<file path="src/rtl/data_mem_arbiter.sv">
// data_mem_arbiter
//   Arbitrates a CPU requester and a loader/DMA requester onto one shared
//   single-port data memory. Each access takes three cycles:
//   IDLE (arbitrate and latch) -> ACCESS (one memory strobe) -> RESP (one-cycle ack).
//
// Ports
//   clock, reset          : single clock, synchronous active-low reset
//   cpu_req/we/addr/wdata : CPU request, held until cpu_ack is sampled high
//   cpu_ack, cpu_rdata    : CPU completion pulse and registered read data
//   dma_*                 : same set of ports for the loader/DMA requester
//   mem_addr/we/re/wdata  : shared memory command, strobes only in ACCESS
//   mem_rdata             : combinational read data from the memory
//   busy                  : high whenever the FSM is not in IDLE
//
// Configuration
//   DATA_MEM_ARB_RR_EN    : when defined, ties are resolved round-robin using a
//                           last-grant register. When undefined, the CPU always
//                           wins ties (fixed priority).
module data_mem_arbiter #(
    parameter int AW = 32,
    parameter int DW = 32
) (
    input  logic          clock,
    input  logic          reset,
    input  logic          cpu_req,
    input  logic          cpu_we,
    input  logic [AW-1:0] cpu_addr,
    input  logic [DW-1:0] cpu_wdata,
    output logic          cpu_ack,
    output logic [DW-1:0] cpu_rdata,
    input  logic          dma_req,
    input  logic          dma_we,
    input  logic [AW-1:0] dma_addr,
    input  logic [DW-1:0] dma_wdata,
    output logic          dma_ack,
    output logic [DW-1:0] dma_rdata,
    output logic [AW-1:0] mem_addr,
    output logic          mem_re,
    output logic          mem_we,
    output logic [DW-1:0] mem_wdata,
    input  logic [DW-1:0] mem_rdata,
    output logic          busy
);

    typedef enum logic [1:0] {
        IDLE,
        ACCESS,
        RESP
    } state_t;

    state_t        state;

    // Transaction fields latched at the grant; owner is 1 for DMA, 0 for CPU.
    logic          owner;
    logic          lat_we;
    logic [AW-1:0] lat_addr;
    logic [DW-1:0] lat_wdata;

`ifdef DATA_MEM_ARB_RR_EN
    logic          last_dma;
`endif

    // Winner selection for the current IDLE cycle.
    logic          pick_dma;
    logic          sel_we;
    logic [AW-1:0] sel_addr;
    logic [DW-1:0] sel_wdata;

    always_comb begin
        pick_dma = dma_req && !cpu_req;
`ifdef DATA_MEM_ARB_RR_EN
        // On a tie the requester that was not granted last wins.
        if (cpu_req && dma_req) begin
            pick_dma = !last_dma;
        end
`endif
    end

    assign sel_we    = pick_dma ? dma_we    : cpu_we;
    assign sel_addr  = pick_dma ? dma_addr  : cpu_addr;
    assign sel_wdata = pick_dma ? dma_wdata : cpu_wdata;

    // The memory address/data are the latched fields themselves, so they are
    // stable through ACCESS and hold their last values afterwards.
    assign mem_addr  = lat_addr;
    assign mem_wdata = lat_wdata;

    always_ff @(posedge clock) begin
        if (!reset) begin
            state     <= IDLE;
            busy      <= 1'b0;
            cpu_ack   <= 1'b0;
            dma_ack   <= 1'b0;
            mem_re    <= 1'b0;
            mem_we    <= 1'b0;
            cpu_rdata <= '0;
            dma_rdata <= '0;
            owner     <= 1'b0;
            lat_we    <= 1'b0;
            lat_addr  <= '0;
            lat_wdata <= '0;
`ifdef DATA_MEM_ARB_RR_EN
            last_dma  <= 1'b1;
`endif
        end else begin
            case (state)
                IDLE: begin
                    if (cpu_req || dma_req) begin
                        state     <= ACCESS;
                        busy      <= 1'b1;
                        owner     <= pick_dma;
                        lat_we    <= sel_we;
                        lat_addr  <= sel_addr;
                        lat_wdata <= sel_wdata;
                        // Strobes are registered here so they are high for
                        // exactly the ACCESS cycle.
                        mem_we    <= sel_we;
                        mem_re    <= !sel_we;
`ifdef DATA_MEM_ARB_RR_EN
                        last_dma  <= pick_dma;
`endif
                    end
                end
                ACCESS: begin
                    state  <= RESP;
                    mem_re <= 1'b0;
                    mem_we <= 1'b0;
                    if (!lat_we) begin
                        if (owner) begin
                            dma_rdata <= mem_rdata;
                        end else begin
                            cpu_rdata <= mem_rdata;
                        end
                    end
                    cpu_ack <= !owner;
                    dma_ack <= owner;
                end
                RESP: begin
                    state   <= IDLE;
                    busy    <= 1'b0;
                    cpu_ack <= 1'b0;
                    dma_ack <= 1'b0;
                end
                default: begin
                    state   <= IDLE;
                    busy    <= 1'b0;
                    cpu_ack <= 1'b0;
                    dma_ack <= 1'b0;
                    mem_re  <= 1'b0;
                    mem_we  <= 1'b0;
                end
            endcase
        end
    end

endmodule

</file>
<file path="config.mk">
export PLATFORM = sky130hd
export DESIGN_NAME = data_mem_arbiter
export DESIGN_NICKNAME = d
export VERILOG_FILES = /design/src/rtl/data_mem_arbiter.sv
export SDC_FILE = /design/constraint.sdc
export NUM_CORES = 1
export LEC_CHECK = 0
export CAP_MARGIN = 20
export CORE_ASPECT_RATIO = 1.25
export CORE_UTILIZATION = 44
export CTS_BUF_LIST = sky130_fd_sc_hd__clkbuf_4 sky130_fd_sc_hd__clkbuf_8
export CTS_CLUSTER_SIZE = 8
export DETAILED_ROUTE_END_ITERATION = 12
export PLACE_DENSITY_LB_ADDON = 0.3
export SYNTH_ARGS = -nofsm -noshare
export SYNTH_HDL_FRONTEND = slang
export SYNTH_SLANG_ARGS = --single-unit
</file>
<file path="constraint.sdc">
create_clock -name clock -period 2.95 [get_ports clock]
set_input_delay 0.295 -clock clock [delete_from_list [all_inputs] [get_ports clock]]
set_output_delay 0.295 -clock clock [all_outputs]
set_load 0.005 [all_outputs]
</file>
==> results.sh <==
export IMPL_status="finished clean"
export IMPL_synth_cell_types=32
export IMPL_timing_hold_violations_final=0
export IMPL_whs_ps=322
export IMPL_vias=5953
export IMPL_grt_pass1_vias=5407
export IMPL_numPortBuffers=298
export IMPL_ys_ff_latch=137
export IMPL_seqCellArea_um2=2740
export IMPL_mostFrequentLayoutCells="clkdlybuf4s50_1 (297), nand2_1 (194), dfxtp_1 (137)"
export IMPL_finalSetupViolCount=0
export IMPL_hold_buffers=0
export IMPL_grt_ovfl_total=0
export IMPL_cts_buffers=17
export IMPL_multi_input_area_um2=2650
export IMPL_r2r_worst_path_cells=3
export IMPL_die_w_um=105
export IMPL_post_cts_resized=0
export IMPL_whs_path_depth=2
export IMPL_grt_max_degree=91
export IMPL_yosysWarnings=0
export IMPL_post_cts_buffers=0
export IMPL_ir_drop_mv=0.303
export IMPL_wirelength_um=17900
export IMPL_synth_area_um2=5780
export IMPL_firstDrtPassIters=6
export IMPL_drive_gt1_share_pct=9.82
export IMPL_synthArstFlopShare_pct=0
export IMPL_max_clock_freq_mhz=540
export IMPL_die_h_um=130
export IMPL_synthCells=690
export IMPL_via_per_inst=5.29
export IMPL_clkSinkCount=137
export IMPL_post_route_min_period_ps=1850
export IMPL_clk_latency_ps=420
export IMPL_end_kind="flip-flop"
export IMPL_syn_to_final_growth_pct=58.1
export IMPL_start_util_pct=45.3
export IMPL_rsz0062_at_grt="false"
export IMPL_ys_seq_area_share_pct=47.4
export IMPL_fin_nets=1111
export IMPL_timing_final_crit_share_pct=62.8
export IMPL_relSlewSlack_pct=44.8
export IMPL_met2WireLength_um=8730
export IMPL_cp_required_ps=3230
export IMPL_cts_tree="yes"
export IMPL_tightestPinTransition_ps=828
export IMPL_syn_avg_cell_area_um2=8.38
export IMPL_core_area_um2=12800
export IMPL_antenna_found_initial=0
export IMPL_synth_top_flop_cell="dfxtp_1"
export IMPL_synth_edf_count=0
export IMPL_critical_path_class="flip-flop to flip-flop"
export IMPL_wl_per_cell_um=15.9
export IMPL_n_antenna_cell=0
export IMPL_wl_met3_um=1520
export IMPL_drcViolationCount=0
export IMPL_rows=46
export IMPL_pin_count=299
export IMPL_n_fill_cell=1017
export IMPL_top_signal_layer_used="met4"
export IMPL_hp_class="primary input to flip-flop"
export IMPL_worst_setup_path_start_kind="flip-flop"
export IMPL_crit_fanout=64
export IMPL_h_tree_depth=4
export IMPL_place_gp_congestion=0.774
export IMPL_drt_first_iter_violations=355
export IMPL_slew_violations=0
export IMPL_cp_arrival_ps=2140
export IMPL_synth_nets=856
export IMPL_p_leak_nw=3.34
export IMPL_grt_usage_pct=25.6
export IMPL_detail_route_antenna_nets=0
export IMPL_die_area_um2=13600
export IMPL_finalSetupTns_ps=0
export IMPL_wl_met1_um=7340
export IMPL_final_common_cell="clkdlybuf4s50_1"
export IMPL_clk_pin_slew_ps=70
export IMPL_clk_path_buf_depth=2
export IMPL_cellPowerDensity_nw_per_um2=515
export IMPL_clock_skew_ps=13.8
export IMPL_grt_pass1_wl_um=27600
export IMPL_clock_root_buffer="clkbuf_8"
export IMPL_post_dp_hpwl_um=12600
export IMPL_maxCapViolations=0
## registers in the layout (all words and copies together) (netlist names)
| signal | cells |
|---|---|
| busy | 1 |
| mem_we | 1 |
| mem_wdata | 32 |
| lat_we | 1 |
| dma_rdata | 32 |
| cpu_ack | 1 |
| dma_ack | 1 |
| mem_addr | 32 |
| mem_re | 1 |
| owner | 1 |
| state | 2 |
| cpu_rdata | 32 |
## per-layer routing
metal | track usage (%) | vias to the layer above
met5 | 0 | -
met4 | 9.75 | 0
met3 | 7.89 | 27
met2 | 43.2 | 276
met1 | 30.7 | 2702
li1 | - | 2948
## worst max-delay path: stages, from the launching register on
cell and delay [ps]:
dfxtp_1 530, or4b_4 880, nand3_1 230, o21ai_2 70
## Yosys cell counts, drive strengths merged (2+ instances only)
| library cell | number | area share [%] |
|---|---|---|
| nand2 | 194 | 13 |
| dfxtp | 137 | 47 |
| a21oi | 66 | 5.7 |
| a311oi | 65 | 11 |
| nand3 | 64 | 5.5 |
| o21ai | 64 | 7.5 |
| buf | 40 | 4.9 |
| clkbuf | 34 | 2.2 |
| nor2 | 4 | 0.39 |
| inv | 3 | 0.19 |
| nor2b | 3 | 0.32 |
| mux2i | 2 | 0.35 |
| nand2b | 2 | 0.22 |
| o221a | 2 | 0.39 |
## per-stage QoR
step	instances	cell area (um2)	utilization, %	setup WS (ps)	total power, mW
final	1125	9150	71.6	1100	4.71
after global routing	1125	9150	71.6	966	4.92
after CTS	1125	9150	71.6	1070	4.75
after detailed placement	1094	8730	68.4	811	3.16
after global placement	1094	8730	68.4	911	3.15
after floorplan	690	5780	-	1530	2.57
## power by group
part | total (mW) | switching, mW | internal, mW | leakage, nW
combinational | 1.04 | 0.445 | 0.595 | 2.02
sequential | 2.08 | 0.0863 | 2.00 | 1.12
clock | 1.59 | 0.715 | 0.873 | 0.203
## final timing paths
kind / startpoint / to / slack [ps]
max: state[0]$_SDFFE_PN0P_ / cpu_rdata[24]$_SDFFE_PN0P_ / 1100
min: reset / busy$_SDFFE_PN0P_ / 320
max reg2reg: state[0]$_SDFFE_PN0P_ / cpu_rdata[24]$_SDFFE_PN0P_ / 1100
min reg2reg: dma_rdata[21]$_SDFFE_PN0P_ / dma_rdata[21]$_SDFFE_PN0P_ / 460
## logic make-up (layout without fill, tap and decap cells)
family / after synthesis / after routing / share of synthesized area (%)
compound gates: 201 / 201 / 25.0
buf+inv: 77 / 344 / 7.29
flops: 137 / 137 / 47.4
mux: 2 / 2 / 0.346
simple gates: 273 / 273 / 19.9
## layout make-up
| cell class | count | share of cell area, % |
|---|---|---|
| sequential | 137 | 30.0 |
| multi-input combinational | 476 | 29.0 |
| clock inverter | 12 | 1.64 |
| clock buffer | 19 | 2.86 |
| timing repair buffer | 310 | 34.1 |
| inverter | 3 | 0.123 |
| tap | 168 | 2.30 |
Note: power is estimated with default switching activity, not from simulation.
